===== src/rtl/multdiv_sequencer_pkg.sv =====
// Shared constants for the multiply/divide sequencer: datapath width,
// iteration counter sizing and FSM state encodings.
package multdiv_sequencer_pkg;

  localparam int WIDTH = 32;
  localparam int CNT_W = 5;
  localparam logic [CNT_W-1:0] ITER_LAST = 5'd31;

  localparam logic [2:0] S_IDLE      = 3'd0;
  localparam logic [2:0] S_MULT      = 3'd1;
  localparam logic [2:0] S_DIV_ABS_A = 3'd2;
  localparam logic [2:0] S_DIV_ABS_B = 3'd3;
  localparam logic [2:0] S_DIV_ITER  = 3'd4;
  localparam logic [2:0] S_DIV_FIX   = 3'd5;
  localparam logic [2:0] S_DONE      = 3'd6;

endpackage


===== src/rtl/multdiv_sequencer_iter_counter.sv =====
// Iteration counter: synchronous clear, count enable, and a flag that is
// high while the count sits on the last iteration.
module multdiv_sequencer_iter_counter
  import multdiv_sequencer_pkg::*;
(
  input  logic clock,
  input  logic reset,
  input  logic clr,
  input  logic en,
  output logic tc
);

  logic [CNT_W-1:0] cnt;

  always_ff @(posedge clock or negedge reset) begin
    if (!reset) begin
      cnt <= '0;
    end else if (clr) begin
      cnt <= '0;
    end else if (en) begin
      cnt <= cnt + 1'b1;
    end
  end

  assign tc = (cnt == ITER_LAST);

endmodule


===== src/rtl/multdiv_sequencer.sv =====
// Multi-cycle signed multiply (radix-2 Booth) / divide (restoring) controller
// that borrows the execute stage's shared adder for one pass per cycle.
module multdiv_sequencer
  import multdiv_sequencer_pkg::*;
(
  input  logic             clock,
  input  logic             reset,
  input  logic             ctrl_MULT,
  input  logic             ctrl_DIV,
  input  logic [WIDTH-1:0] data_operandA,
  input  logic [WIDTH-1:0] data_operandB,
  output logic [WIDTH-1:0] adder_operandA,
  output logic [WIDTH-1:0] adder_operandB,
  output logic             adder_subtraction,
  input  logic [WIDTH-1:0] adder_result,
  input  logic             adder_overflow,
  output logic [WIDTH-1:0] data_result,
  output logic             data_exception,
  output logic             data_resultRDY,
  output logic             busy,
  output logic [2:0]       state_dbg
);

  // Handshake: a ctrl_* level is taken only on an edge where the FSM is in
  // IDLE or DONE (MULT has priority); data_resultRDY is a single-cycle pulse
  // in DONE, during which data_result/data_exception are valid and a new
  // start may be presented for back-to-back operation.

  logic [2:0]       state;
  logic [WIDTH-1:0] acc;
  logic [WIDTH-1:0] q;
  logic [WIDTH-1:0] m;
  logic             q_1;
  logic             s_a;
  logic             s_b;
  logic [WIDTH-1:0] result_r;
  logic             exc_r;

  logic             start;
  logic             cnt_tc;
  logic             booth_op;
  logic [WIDTH-1:0] booth_sum;
  logic             booth_ext;
  logic [WIDTH-1:0] acc_sh;
  logic [WIDTH-1:0] q_sh;
  logic [WIDTH:0]   rs;
  logic             take;

  assign start = ((state == S_IDLE) || (state == S_DONE)) && (ctrl_MULT || ctrl_DIV);

  multdiv_sequencer_iter_counter u_iter_counter (
    .clock (clock),
    .reset (reset),
    .clr   (start),
    .en    ((state == S_MULT) || (state == S_DIV_ITER)),
    .tc    (cnt_tc)
  );

  // Booth step: the true sign of the 33-bit partial sum comes from the
  // adder's overflow flag, since M = -2^31 can overflow the 32-bit add.
  assign booth_op  = q[0] ^ q_1;
  assign booth_sum = booth_op ? adder_result : acc;
  assign booth_ext = booth_op ? (adder_result[WIDTH-1] ^ adder_overflow) : acc[WIDTH-1];
  assign acc_sh    = {booth_ext, booth_sum[WIDTH-1:1]};
  assign q_sh      = {booth_sum[0], q[WIDTH-1:1]};

  assign rs   = {acc, q[WIDTH-1]};
  assign take = rs[WIDTH] | (rs[WIDTH-1:0] >= m);

  always_comb begin
    adder_operandA    = '0;
    adder_operandB    = '0;
    adder_subtraction = 1'b0;
    case (state)
      S_MULT: begin
        adder_operandA    = acc;
        adder_operandB    = m;
        adder_subtraction = q[0] & ~q_1;
      end
      S_DIV_ABS_A: if (s_a) begin
        adder_operandB    = q;
        adder_subtraction = 1'b1;
      end
      S_DIV_ABS_B: if (s_b) begin
        adder_operandB    = m;
        adder_subtraction = 1'b1;
      end
      S_DIV_ITER: begin
        adder_operandA    = rs[WIDTH-1:0];
        adder_operandB    = m;
        adder_subtraction = 1'b1;
      end
      S_DIV_FIX: if (s_a ^ s_b) begin
        adder_operandB    = q;
        adder_subtraction = 1'b1;
      end
      default: ;
    endcase
  end

  always_ff @(posedge clock or negedge reset) begin
    if (!reset) begin
      state    <= S_IDLE;
      acc      <= '0;
      q        <= '0;
      m        <= '0;
      q_1      <= 1'b0;
      s_a      <= 1'b0;
      s_b      <= 1'b0;
      result_r <= '0;
      exc_r    <= 1'b0;
    end else begin
      case (state)
        S_IDLE, S_DONE: begin
          if (ctrl_MULT) begin
            m        <= data_operandA;
            q        <= data_operandB;
            acc      <= '0;
            q_1      <= 1'b0;
            result_r <= '0;
            exc_r    <= 1'b0;
            state    <= S_MULT;
          end else if (ctrl_DIV) begin
            // Dividend lives in q, divisor in m, partial remainder in acc.
            m        <= data_operandB;
            q        <= data_operandA;
            acc      <= '0;
            q_1      <= 1'b0;
            s_a      <= data_operandA[WIDTH-1];
            s_b      <= data_operandB[WIDTH-1];
            result_r <= '0;
            if (data_operandB == '0) begin
              exc_r <= 1'b1;
              state <= S_DONE;
            end else begin
              exc_r <= 1'b0;
              state <= S_DIV_ABS_A;
            end
          end else begin
            state <= S_IDLE;
          end
        end
        S_MULT: begin
          acc <= acc_sh;
          q   <= q_sh;
          q_1 <= q[0];
          if (cnt_tc) begin
            result_r <= q_sh;
            exc_r    <= (acc_sh != {WIDTH{q_sh[WIDTH-1]}});
            state    <= S_DONE;
          end
        end
        S_DIV_ABS_A: begin
          if (s_a) q <= adder_result;
          state <= S_DIV_ABS_B;
        end
        S_DIV_ABS_B: begin
          if (s_b) m <= adder_result;
          state <= S_DIV_ITER;
        end
        S_DIV_ITER: begin
          acc <= take ? adder_result : rs[WIDTH-1:0];
          q   <= {q[WIDTH-2:0], take};
          if (cnt_tc) state <= S_DIV_FIX;
        end
        S_DIV_FIX: begin
          // Only -2^31 / -1 yields a magnitude that cannot be a positive result.
          result_r <= (s_a ^ s_b) ? adder_result : q;
          exc_r    <= (q == {1'b1, {(WIDTH-1){1'b0}}}) && (s_a == s_b);
          state    <= S_DONE;
        end
        default: state <= S_IDLE;
      endcase
    end
  end

  assign data_result    = result_r;
  assign data_exception = exc_r;
  assign data_resultRDY = (state == S_DONE);
  assign busy           = (state != S_IDLE) && (state != S_DONE);
  assign state_dbg      = state;

endmodule


===== config.mk =====
export PLATFORM = sky130hd
export DESIGN_NAME = multdiv_sequencer
export DESIGN_NICKNAME = d
export VERILOG_FILES = /design/src/rtl/multdiv_sequencer_pkg.sv /design/src/rtl/multdiv_sequencer_iter_counter.sv /design/src/rtl/multdiv_sequencer.sv
export SDC_FILE = /design/constraint.sdc
export NUM_CORES = 1
export LEC_CHECK = 0
export ABC_CLOCK_PERIOD_IN_PS = 6100
export BUFFER_PORTS_ARGS = -buffer_cell sky130_fd_sc_hd__buf_2
export CAP_MARGIN = 20
export CORE_ASPECT_RATIO = 1.2
export CORE_MARGIN = 3
export CORE_UTILIZATION = 45
export CTS_CLUSTER_DIAMETER = 60
export CTS_CLUSTER_SIZE = 28
export DETAILED_ROUTE_END_ITERATION = 8
export GPL_TIMING_DRIVEN = 0
export MAX_ROUTING_LAYER = met4
export PLACE_DENSITY = 0.67
export SYNTH_ARGS = -nofsm -noshare
export SYNTH_HDL_FRONTEND = slang
export SYNTH_HIERARCHICAL = 1
export SYNTH_SLANG_ARGS = --single-unit

===== constraint.sdc =====
create_clock -name clock -period 6.1 [get_ports clock]
set_clock_uncertainty 0.1 [all_clocks]
set_input_delay 0 -clock clock [delete_from_list [all_inputs] [get_ports clock]]
set_output_delay 0 -clock clock [all_outputs]
set_load 0.05 [all_outputs]

After elaboration in Yosys (flattened, before gate mapping)
Cells that the tools add are included.
- bits in registers: 140
- input port bits: 101
- output and inout bits: 103
- logic and storage cells: 101
- add/sub/neg operators: 1
- order comparisons: 1
- equal/unequal tests: 16
- mux-type cells: 42
- bitwise logic cells: 7
- reductions and logical operators: 24
- operator list (operator ; count):
    $mux 32 ; 15
    $pmux 32 s4 ; 2
    $pmux 32 s3 ; 2
    $pmux 32 s2 ; 2
    $eq 32x32->1 const B ; 1
    $ge 32x32->1 ; 1
    $logic_not 32->1 ; 1
    $ne 32x32->1 ; 1
    $pmux 3 s6 ; 1
    $mux 3 ; 5
    $reduce_and 3->1 ; 4
    $mux 1 ; 10
    $mux 5 ; 2
    $eq 3x3->1 const B ; 3
    $reduce_bool 3->1 ; 3
    $ne 2x2->1 const B ; 4
    $eq 3x2->1 const B ; 2
    $ne 3x3->1 const B ; 2
    $reduce_and 2->1 ; 3
    $reduce_bool 2->1 ; 3
    $add 5x1->5 const B ; 1
    $eq 5x5->1 const B ; 1
    $pmux 1 s5 ; 1
    $reduce_bool 4->1 ; 1
    12 further kinds ; 20

Longest topological paths before layout
Gate-level depths: netlist of the first run.
- depth in word-level cells: 5
- depth in mapped cells: 10
- depth with buffers taken out: 8

Cells and area by module
Netlist of the first run, hierarchy kept.
- modules (own cells, without submodules) (module ; instances ; cells an instance ; area each (um2) ; seq. area each (um2)):
    multdiv_sequencer ; 1 ; 1335 ; 10343.7 ; 3378.2
    multdiv_sequencer_iter_counter ; 1 ; 22 ; 276.5 ; 125.1

Least setup slack after synthesis of the first run
No wires, ideal clock.
- path kind: register -> register
- start: reg state[1], in the netlist state_dbg[1]
- end: reg m[2]
- setup time: 0.147 ns
- arrival time: 2.594 ns
- data required time: 5.853 ns
- path slack: 3.259 ns
- cell stages (with the launch flop): 9
- period minus slack after synthesis: 2.841 ns
- cells stage by stage: dfrtp_1 clkbuf_1 nand2b_1 nand3_1 nor2_1 a31oi_1 clkbuf_1 nand2_1 o21ai_0
- cells in the longest elaborated chain, start to end: 4
- elaborated cells on any way between the ends: 9
- those cells by class: eq/ne: 4; mux: 1; reduce/logical: 4
- ends and longest elaborated chain (item ; RTL line ; source):
    start: declaration ; multdiv_sequencer.sv:29 ; logic [2:0] state;
    start signal: assignment ; multdiv_sequencer.sv:103 ; state <= S_IDLE;
    start signal: assignment ; multdiv_sequencer.sv:122 ; state <= S_MULT;
    start signal: assignment ; multdiv_sequencer.sv:134 ; state <= S_DONE;
    $eq 3x3->1 or $logic_not 3->1 (tied branches) ; multdiv_sequencer.sv:113 ; case (state)
    $reduce_or 2->1 ; multdiv_sequencer.sv:113 ;
    $ne 3x3->1 (no source line) or $reduce_bool 2->1 (tied branches) ; - ;
    $reduce_and 3->1 (no source line) ; - ;
    end signal: assignment ; multdiv_sequencer.sv:116 ; m <= data_operandA;
    end signal: assignment ; multdiv_sequencer.sv:125 ; m <= data_operandB;
    end signal: assignment ; multdiv_sequencer.sv:158 ; if (s_b) m <= adder_result;
    end: declaration ; multdiv_sequencer.sv:32 ; logic [WIDTH-1:0] m;
Parallel ways exist; a longest one is shown, timed or not.
A chain may end at the register's enable or synchronous reset.

Worst setup path after layout of the first run
- start: reg state[1], in the netlist state_dbg[1]
- end: out adder_operandA[0]
- cells in the longest elaborated chain, start to end: 2
- elaborated cells on any way between the ends: 3
- those cells by class: eq/ne: 2; mux: 1
- ends and longest elaborated chain (item ; RTL line ; source):
    $eq 3x3->1 or $eq 3x1->1 (tied branches) ; multdiv_sequencer.sv:74 ; case (state)
    $pmux 32 s2 * ; multdiv_sequencer.sv:74 ;
    end: declaration ; multdiv_sequencer.sv:12 ; output logic [WIDTH-1:0] adder_operandA,
Mark *: on every way between the ends. The rest lies on a longest branch, timed or not.

==> results of run 1 <==
-- sequential cells by signal, indices dropped and copies added (netlist names) --
| signal | cells |
|---|---|
| q | 32 |
| u_iter_counter/cnt | 5 |
| s_b | 1 |
| acc | 32 |
| data_result | 32 |
| state_dbg | 3 |
| s_a | 1 |
| q_1 | 1 |
| data_exception | 1 |
| m | 32 |
-- cell usage after synthesis (15+ instances only) --
cell type  number
ha_1           35
mux2i_1        96
buf_2          15
nor2_1         25
nand2_1       249
o21ai_0       159
nand4_1        24
a22o_1         32
o22ai_1        34
nor4_1         29
inv_1          41
a222oi_1       32
dfrtp_1       140
nand3_1        76
a21oi_1        64
a31oi_1        34
clkbuf_1      110
a22oi_1        33
or3_1          33
-- through the flow --
stage | power [uW] | cell area [sq um] | utilization, %
after floorplan | 5570 | 10600 | -
final | 8320 | 13400 | 58.6
after detailed placement | 7120 | 11900 | 52.2
after global routing | 8830 | 13400 | 58.6
after CTS | 8210 | 13400 | 58.6
after global placement | 7040 | 11900 | 52.1
-- power groups by stage --
stage | Sequential (uW) | Combinational, uW | Clock, uW
4_1_cts | 1930 | 5240 | 1040
3_5_place_dp | 1940 | 5180 | 0
2_1_floorplan | 2090 | 3480 | 0
5_1_grt | 2010 | 5740 | 1080
3_3_place_gp | 1930 | 5110 | 0
6_report | 1970 | 5310 | 1030
-- worst max path at each step --
stage | slack, ns | start | to | cells after the start
after floorplan | 3.26 | state_dbg[1] | m[2] | 8
after global placement | 2.77 | reset | acc[27] | 1
after detailed placement | 2.82 | state_dbg[1] | adder_operandA[0] | 9
after CTS | 2.35 | acc[30] | acc[31] | 10
after global routing | 2.07 | state_dbg[1] | adder_operandA[0] | 9
final | 2.21 | state_dbg[1] | adder_operandA[0] | 9
-- worst max-delay path, delay by kind of cell (launching register included) --
| kind | cells | cell delay (ns) |
|---|---|---|
| buf+inv | 6 | 2.40 |
| simple gates | 2 | 0.41 |
| flops | 1 | 0.37 |
| compound gates | 1 | 0.17 |
-- cells by family (layout without fill, tap and decap cells) --
logic type      Yosys count  in the layout
flops                   140            140
buf+inv                 182            479
simple gates            479            479
compound gates          415            415
xor+xnor                  3              3
mux                     103            103
fa+ha+maj                35             35
-- area by class of cell --
type / instances / share of cell area, %
Buffer: 141 / 4.32
Clock buffer: 19 / 3.39
Clock inverter: 12 / 0.842
Inverter: 41 / 1.15
Multi-Input combinational cell: 1035 / 47.7
Sequential cell: 140 / 26.2
Tap cell: 310 / 2.90
Timing Repair Buffer: 266 / 13.5
-- layer usage --
metal	routed length [um]	vias up	global-route usage (%)
met3	4050	143	6.49
li1	-	5589	-
met2	21100	736	56.4
met5	0	-	-
met4	1620	0	13.4
met1	17900	5865	44.2
-- what timing repair did --
item	CTS	global route
hold buffers	89	0
endpoints found under the hold margin	148	0
setup buffers	0	0
==> qor.yml, run 1 <==
synth_warnings: 6
dpl.cell_count: 1844
r2r-end: "acc[31]"
vias: 12333
rsz0062_at_grt: "false"
grt.overflow.total: 0
cts_tree: "yes"
postSynthAreaPerCell_sq_um: 7.83
synthXorXnorAreaFrac_pct: 0.247
synth_area_leaders: "dfrtp_1 33%, mux2i_1 9.0%, nand2_1 8.8%, o21ai_0 7.5%, ha_1 4.1%"
finalWorstSetupSlack_ns: 2.21
synth_compound_area_share_pct: 24.6
worstSetupEndpointType: "output pin"
grt_max_degree: 82
gp_congestion: 0.985
drive_gt1_share_pct: 14.4
failed_checks: "design-rule violations, negative hold slack"
antenna_cells: 0
synthCells: 1357
wl_per_cell_um: 22.7
muxShareOfSynthArea_pct: 9.93
clock.fmax_ghz: 0.257
combPwrFrac_pct: 63.9
ctsHtreeMaxLevel: 4
cp_slowest_stage_delay_ns: 0.59
pre_cts_ws_ns: 2.82
grt_usage_pct: 35.1
crit_required_ns: 6.00
nets: 1778
dp_hpwl_um: 33000
synth_top_area_cell: "dfrtp_1"
port-buffer-count: 176
drt-initial-drc-count: 1386
worst-setup-path-type: "flip-flop to output pin"
hold_slack_ns: -0.000179
swShare_pct: 57.1
multi_input_area_sq_um: 6380
mostFrequentLayoutCell: "nand2_1"
synth_ff_type: "dfrtp_1"
intPower_uw: 3570
ys_seq_area_share_pct: 33.0
power_leakage_uw: 0.00618
synth_edf_count: 0
ios: 204
async_flop_share_pct: 100
period_minus_slack_ns: 3.89
via_per_inst: 6.28
seqPwrFrac_pct: 23.7
synth_nets: 1493
final-setup-viol-count: 0
syn2layout_area_growth_pct: 26.0
die_w_um: 146
cts_root_buf: "clkbuf_16"
r2r-start: "acc[30]"
reg2regPathDepth: 10
synth_fa_ha_area_share_pct: 4.12
maxSlewHeadroom_pct: 34.0
cp.arrival_ns: 3.79
vdd_ir_drop_max_v: 0.000439
synth_area_sq_um: 10600
antenna_found_initial: 0
path_cells: "clkbuf_1 > clkbuf_1 > nor3_1 > clkbuf_1 > buf_2 > buf_1 > nand2_1 > o21ai_0 > buf_2"
crit_slowest_cell: "clkbuf_1"
synth_top_family_by_area: "compound AO/OA/AOI/OAI gates"
firstDrtPassIters: 9
worst_pin_slew_ns: 0.985
fin_setup_tns_ns: 0
cp_common_cell: "clkbuf_1"
yosysTopAreaCellShare_pct: 33.0
finalWirelength_um: 44600
path_clk_slew_ns: 0.07
drv_cap: 0
cts_resized: 0
start_kind: "flip-flop"
hold_path_class: "input pin to asynchronous set/reset pin"
clockPowerShare_pct: 12.4
row_count: 60
cts_sinks: 140
synth-seq-cells: 140
final_cells: 1964
cts_inserted_buffers: 17
dieArea_sq_um: 25500
drv_slew: 0
period_share_pct: 63.8
coreArea_sq_um: 22800
yosys.area_share.simple_pct: 21.2
finalHoldViolCount: 1
grt_pass1_wl_um: 69400
final_cell_mix: "249 x nand2_1, 190 x buf_2, 159 x o21ai_0"
clockBufferDepth: 2
ys_types: 55
rrSetupSlack_ns: 2.25
start_util_pct: 46.5
power.switching_uw: 4750
cp_max_fo: 10
clkLatencyLatePin_ns: 0.44
status: "complete, but fails checks"
p_per_area_nw_per_um2: 622
postRouteAntennaNets: 0
seqCellArea_sq_um: 3500
num-fill-cells: 2169
grt_pass1_vias: 12436
drc: 10
die_y_um: 174
(Power assumes the default switching activity.)
==> run 2, diff against run 1 <==
--- a/config.mk
+++ b/config.mk
@@ -5,7 +5,7 @@
 export SDC_FILE = /design/constraint.sdc
 export NUM_CORES = 1
 export LEC_CHECK = 0
-export ABC_CLOCK_PERIOD_IN_PS = 6100
+export ABC_CLOCK_PERIOD_IN_PS = 3600
 export BUFFER_PORTS_ARGS = -buffer_cell sky130_fd_sc_hd__buf_2
 export CAP_MARGIN = 20
 export CORE_ASPECT_RATIO = 1.2
==> constraint.sdc (replaced) <==
create_clock -name clock -period 3.6 [get_ports clock]
set_clock_uncertainty 0.1 [all_clocks]
set_input_delay 0 -clock clock [delete_from_list [all_inputs] [get_ports clock]]
set_output_delay 0 -clock clock [all_outputs]
set_load 0.05 [all_outputs]
==> run 2 against run 1 <==
The flow now finishes without violations. Worst hold slack improved by 0.0031 ns. Sequential power is 69% higher. Clock-buffer cell count did not move. First-iteration DRC count is 13% higher. Register-to-register slack got worse by 1.9 ns. Critical path depth unchanged. Core utilization about the same. Cell count unchanged. Clock power grew 70%.
==> qor.yml, run 2 (synthesized netlist as in run 1, its figures left out) <==
status: "complete, no violations"
cp_slowest_stage_delay_ns: 0.53  # -0.06 ns
syn2layout_area_growth_pct: 26.0  # about the same
fin_util_pct: 58.6  # about the same
clock.fmax_ghz: 0.284
whs_endpoint: "m[10]"
holdPathStages: 5
hold_path_class: "input pin to flip-flop"
grt_pass1_wl_um: 69300  # about the same
p_per_area_nw_per_um2: 1050  # +69%
postCtsSetupBuffers: 0  # unchanged
dpl.cell_count: 1844  # unchanged
ios: 204  # unchanged
dieArea_sq_um: 25500  # unchanged
final-setup-viol-count: 0  # unchanged
coreArea_sq_um: 22800  # unchanged
grt.busiest_layer: "met2"
power_leakage_uw: 0.00619  # about the same
mostFrequentLayoutCell: "nand2_1"
antenna_cells: 0  # unchanged
worstSetupEndpointType: "output pin"
wl_per_cell_um: 22.6  # -0.32%
cp_max_fo: 10  # unchanged
finalWirelength_um: 44500  # -0.32%
worst-setup-path-type: "flip-flop to output pin"
maxSlewHeadroom_pct: 33.1  # -0.87 points
worst_pin_slew_ns: 0.998  # +0.0130 ns
r2r-start: "acc[30]"
path_clk_slew_ns: 0.06  # about the same
period_minus_slack_ns: 3.52
grt_max_degree: 82  # unchanged
grt_usage_pct: 35.1  # about the same
cp_num_buf_inv: 4  # -2
nets: 1778  # unchanged
crit_family: "buffers and inverters"
drv_slew: 0  # unchanged
drive_gt1_share_pct: 14.5  # +0.12 points
ctsHtreeMaxLevel: 4  # unchanged
grtUsageMet1_pct: 44.2  # unchanged
clockBufferDepth: 2  # unchanged
grt_use_met3_pct: 6.54  # +0.052 points
cts_sinks: 140  # unchanged
path_cells: "clkbuf_1 > nor2b_1 > nand2b_1 > clkbuf_1 > nand2_1 > a21o_1 > clkbuf_1 > a22o_1 > buf_2"
cp.arrival_ns: 3.42  # -0.37 ns
cts_inserted_buffers: 17  # unchanged
cp_common_cell: "clkbuf_1"
use_met2_pct: 56.3  # -0.12 points
clkLatencyLatePin_ns: 0.44  # about the same
cts_root_buf: "clkbuf_16"
period_share_pct: 97.6
holdCritStartpoint: "data_operandB[10]"
vdd_ir_drop_max_v: 0.000741  # +69%
postRouteAntennaNets: 0  # unchanged
final_cells: 1964  # unchanged
crit_required_ns: 3.50  # -2.50 ns
r2r-end: "acc[30]"
dp_hpwl_um: 33000  # unchanged
fin_setup_tns_ns: 0  # unchanged
final_cell_mix: "249 x nand2_1, 190 x buf_2, 159 x o21ai_0"
vias: 12317  # -0.13%
rrSetupSlack_ns: 0.32  # -1.93 ns
reg2regPathDepth: 9  # -1
finalHoldViolCount: 0  # -1
crit_slowest_cell: "clkbuf_1"
gp_congestion: 0.985  # unchanged
drc: 0  # -10
start_kind: "flip-flop"
row_count: 60  # unchanged
grt.overflow.total: 0  # unchanged
grt_pass1_vias: 12428  # -0.064%
start_util_pct: 46.5  # unchanged
cts_tree: "yes"
die_y_um: 174  # unchanged
via_per_inst: 6.27  # -0.13%
drv_cap: 0  # unchanged
die_w_um: 146  # unchanged
drt-initial-drc-count: 1564  # +13%
firstDrtPassIters: 7  # -2
antenna_found_initial: 0  # unchanged
rsz0062_at_grt: "false"
port-buffer-count: 176  # unchanged
run 2: worst max-delay path by stage:
stage	depth (start not counted)	slack, ns	start	to
floorplan	8	0.76	state_dbg[1]	m[2]
global placement	1	0.27	reset	acc[27]
detailed placement	9	0.32	state_dbg[1]	adder_operandA[0]
CTS	9	0.11	state_dbg[1]	adder_operandA[0]
global route	9	0.003	state_dbg[1]	adder_operandA[19]
finish	9	0.08	state_dbg[1]	adder_operandB[0]
run 2: worst min-delay path, delay by kind of cell:
family                 cells  cell delay, ns
muxes                      1            0.07
AOI/OAI and AO/OA          2            0.25
and+or+nand+nor            1            0.06
buffers and inverters      1            0.11
run 2: power breakdown:
group	switching [uW]	internal (uW)
clock	763	988
sequential	1040	2290
combinational	6220	2760
total	8030	6040
run 2: layout make-up:
cell class,instances,area (sq um)
repair buffers,266,1810
plain buffers,141,581
fillers,2167,9440
well taps,310,388
flip-flops and latches,140,3500
clock inverters,12,113
clock buffers,19,453
inverters,41,154
multi-input cells,1035,6380
run 2: layer usage:
metal	vias to the layer above	share of wire (%)
met1	5859	39
met4	0	3.5
met3	130	9.8
met5	-	0
li1	5594	-
met2	734	47
run 2: repair_timing:
item,CTS,global route
gates resized for setup,1,1
hold endpoints to repair,148,0
cloned,0,0
hold buffers,89,0
setup endpoints to repair,9,7
run 2: per-stage QoR:
| step | power [uW] | instance area [sq um] | hold WS [ns] | setup WS (ns) |
|---|---|---|---|---|
| 2_1_floorplan | 9430 | 10600 | -0.396 | 0.759 |
| 3_3_place_gp | 11900 | 11900 | 0.194 | 0.270 |
| 3_5_place_dp | 12100 | 11900 | -0.0779 | 0.324 |
| 4_1_cts | 13900 | 13400 | 0.000501 | 0.110 |
| 5_1_grt | 14900 | 13400 | 0.0192 | 0.00334 |
| 6_report | 14100 | 13400 | 0.00291 | 0.0850 |
==> run 3, diff against run 2 <==
--- a/config.mk
+++ b/config.mk
@@ -5,8 +5,7 @@
 export SDC_FILE = /design/constraint.sdc
 export NUM_CORES = 1
 export LEC_CHECK = 0
-export ABC_CLOCK_PERIOD_IN_PS = 3600
-export BUFFER_PORTS_ARGS = -buffer_cell sky130_fd_sc_hd__buf_2
+export ABC_CLOCK_PERIOD_IN_PS = 3250
 export CAP_MARGIN = 20
 export CORE_ASPECT_RATIO = 1.2
 export CORE_MARGIN = 3
@@ -14,9 +13,9 @@
 export CTS_CLUSTER_DIAMETER = 60
 export CTS_CLUSTER_SIZE = 28
 export DETAILED_ROUTE_END_ITERATION = 8
+export DONT_BUFFER_PORTS = 1
 export GPL_TIMING_DRIVEN = 0
 export MAX_ROUTING_LAYER = met4
-export PLACE_DENSITY = 0.67
 export SYNTH_ARGS = -nofsm -noshare
 export SYNTH_HDL_FRONTEND = slang
 export SYNTH_HIERARCHICAL = 1
==> constraint.sdc (replaced) <==
create_clock -name clock -period 3.25 [get_ports clock]
set_clock_uncertainty 0.1 [all_clocks]
set_input_delay 0 -clock clock [delete_from_list [all_inputs] [get_ports clock]]
set_output_delay 0 -clock clock [all_outputs]
set_load 0.05 [all_outputs]
==> run 3 against run 2 <==
The run now ends with negative hold slack left. Highest routed layer unchanged. Critical endpoint unchanged. First-iteration DRC count down 1.7%. Total power up 8.1%. Via count down 3.5%. Critical path type unchanged. Global-route usage up 0.25 points. Combinational power down 1%. Clock power up 11%. Sequential power up 33%. Worst hold slack worse by 0.85 ns. Critical path depth down 2. Setup slack better by 0.014 ns. Core utilization down 1.2 points. Non-clock buffer count down 133.
==> qor.yml, run 3 (synthesized netlist as in run 1, its figures left out) <==
wl_per_cell_um: 24.4  # +8.0%
via_per_inst: 6.48  # +3.3%
die_w_um: 146  # unchanged
period_share_pct: 96.9
cts_tree: "yes"
dieArea_sq_um: 25500  # unchanged
dp_hpwl_um: 32100  # -2.9%
failed_checks: "negative hold slack"
status: "complete, but fails checks"
nets: 1645  # -7.5%
dpl.cell_count: 1667  # -9.6%
cp_slowest_stage_delay_ns: 0.52  # about the same
cp_common_cell: "clkbuf_2"
worst_pin_slew_ns: 0.989  # -0.00900 ns
cp_num_buf_inv: 4  # unchanged
mostFrequentLayoutCell: "nand2_1"
postCtsHoldBufs: 134  # +51%
die_y_um: 174  # unchanged
power.switching_uw: 8790  # +9.4%
worstSetupEndpointType: "output pin"
post_dp_cell_area_sq_um: 11000  # -7.7%
drive_gt1_share_pct: 9.66  # -4.9 points
gp_congestion: 0.967  # -1.8%
period_minus_slack_ns: 3.15
drc: 0  # unchanged
worst-setup-path-type: "flip-flop to output pin"
swShare_pct: 57.8  # +0.70 points
crit_slowest_cell: "dfrtp_2"
cts_inserted_buffers: 17  # unchanged
final_cell_mix: "221 x nand2_1, 155 x o21ai_0, 137 x dfrtp_1"
drt-initial-drc-count: 1537  # -1.7%
coreArea_sq_um: 22800  # unchanged
antenna_found_initial: 2  # +2
clockPowerShare_pct: 12.7  # +0.3 points
port-buffer-count: 0  # -100%
cts_sinks: 140  # unchanged
final_cell_area_sq_um: 13100  # -2.1%
firstDrtPassIters: 7  # unchanged
grt.overflow.total: 0  # unchanged
drv_cap: 0  # unchanged
path_cells: "clkbuf_2 > buf_1 > and2_1 > clkbuf_1 > a21o_1 > clkbuf_2 > a22o_2"
final_cells: 1834  # -6.6%
ctsHtreeMaxLevel: 4  # unchanged
seqPwrFrac_pct: 29.1  # +5.4 points
start_util_pct: 46.5  # unchanged
drv_slew: 0  # unchanged
finalHoldViolCount: 140  # +140
postRouteAntennaNets: 0  # unchanged
p_per_area_nw_per_um2: 1160  # +10%
cts_root_buf: "clkbuf_16"
crit_family: "buffers and inverters"
finalWirelength_um: 44800  # +0.81%
clkLatencyLatePin_ns: 0.44  # about the same
intPower_uw: 6430  # +6.4%
hold_slack_ns: -0.844  # -0.847 ns
final-setup-viol-count: 0  # unchanged
row_count: 60  # unchanged
grt_usage_pct: 35.3  # +0.25 points
crit_required_ns: 3.15  # -0.35 ns
cp.arrival_ns: 3.05  # -0.37 ns
power_leakage_uw: 0.00560  # -9.5%
syn2layout_area_growth_pct: 23.4
vias: 11884  # -3.5%
grt_pass1_vias: 11953  # -3.8%
path_clk_slew_ns: 0.07  # about the same
start_kind: "flip-flop"
ios: 204  # unchanged
combPwrFrac_pct: 58.2  # -5.7 points
grt_pass1_wl_um: 69300  # -0.12%
maxSlewHeadroom_pct: 34.0  # +0.91 points
grt_max_degree: 141  # +72%
clock.fmax_ghz: 0.317
vdd_ir_drop_max_v: 0.000942  # +27%
hold_path_class: "input pin to asynchronous set/reset pin"
cp_max_fo: 10  # unchanged
clockBufferDepth: 2  # unchanged
==> run 3: what timing repair did <==
| item | 4_1_cts | 5_1_grt |
|---|---|---|
| resized for setup | 80 | 16 |
| hold endpoints to repair | 247 | 140 |
| setup buffers | 0 | 0 |
| setup endpoints to repair | 97 | 139 |
| pin swaps | 0 | 0 |
==> run 3: final timing paths <==
check,slack (ns),to,cells past startpoint,from
hold reg to reg,0.42,m[18],2,m[18]
setup / recovery,0.1,adder_operandB[0],7,state_dbg[1]
setup reg to reg,0.16,acc[21],8,q[0]
min in group clock,0.02,data_exception,5,adder_result[27]
hold / removal,-0.84,acc[7],0,reset
max in group asynchronous,3.66,state_dbg[2],0,reset
==> run 3: power groups by stage <==
stage | sequential (uW) | clock (uW) | combinational [uW]
after floorplan | 3920 | 0 | 6520
after global placement | 4370 | 0 | 8230
after detailed placement | 4390 | 0 | 8300
after CTS | 4360 | 1950 | 8690
after global routing | 4500 | 2030 | 9610
final | 4420 | 1940 | 8850
==> run 3: routing by layer <==
| metal | GRT usage (%) | vias up | routed length, um |
|---|---|---|---|
| li1 | - | 5331 | - |
| met1 | 43.7 | 5557 | 16900 |
| met2 | 55.5 | 800 | 20800 |
| met3 | 7.95 | 196 | 4860 |
| met4 | 15.8 | 0 | 2270 |
| met5 | - | - | 0 |
==> run 3: final cells by class <==
type                            count  area [sq um]
Fill cell                        2201          9720
Clock inverter                     14           135
Tap cell                          310           388
Multi-Input combinational cell   1035          6550
Inverter                           41           154
Timing Repair Buffer              134          1340
Antenna cell                        2          5.00
Buffer                            140           598
Sequential cell                   140          3510
Clock buffer                       18           429
==> run 3: per-stage QoR <==
stage	power (uW)	setup slack, ns	setup TNS, ns	util [%]
floorplan	10400	0.409	0	-
global placement	12600	-0.427	-15.39	48.2
detailed placement	12700	-0.416	-16.07	48.2
CTS	15000	0.0227	0	57.3
global route	16100	-0.00407	-0.00407	57.4
finish	15200	0.0994	0	57.4
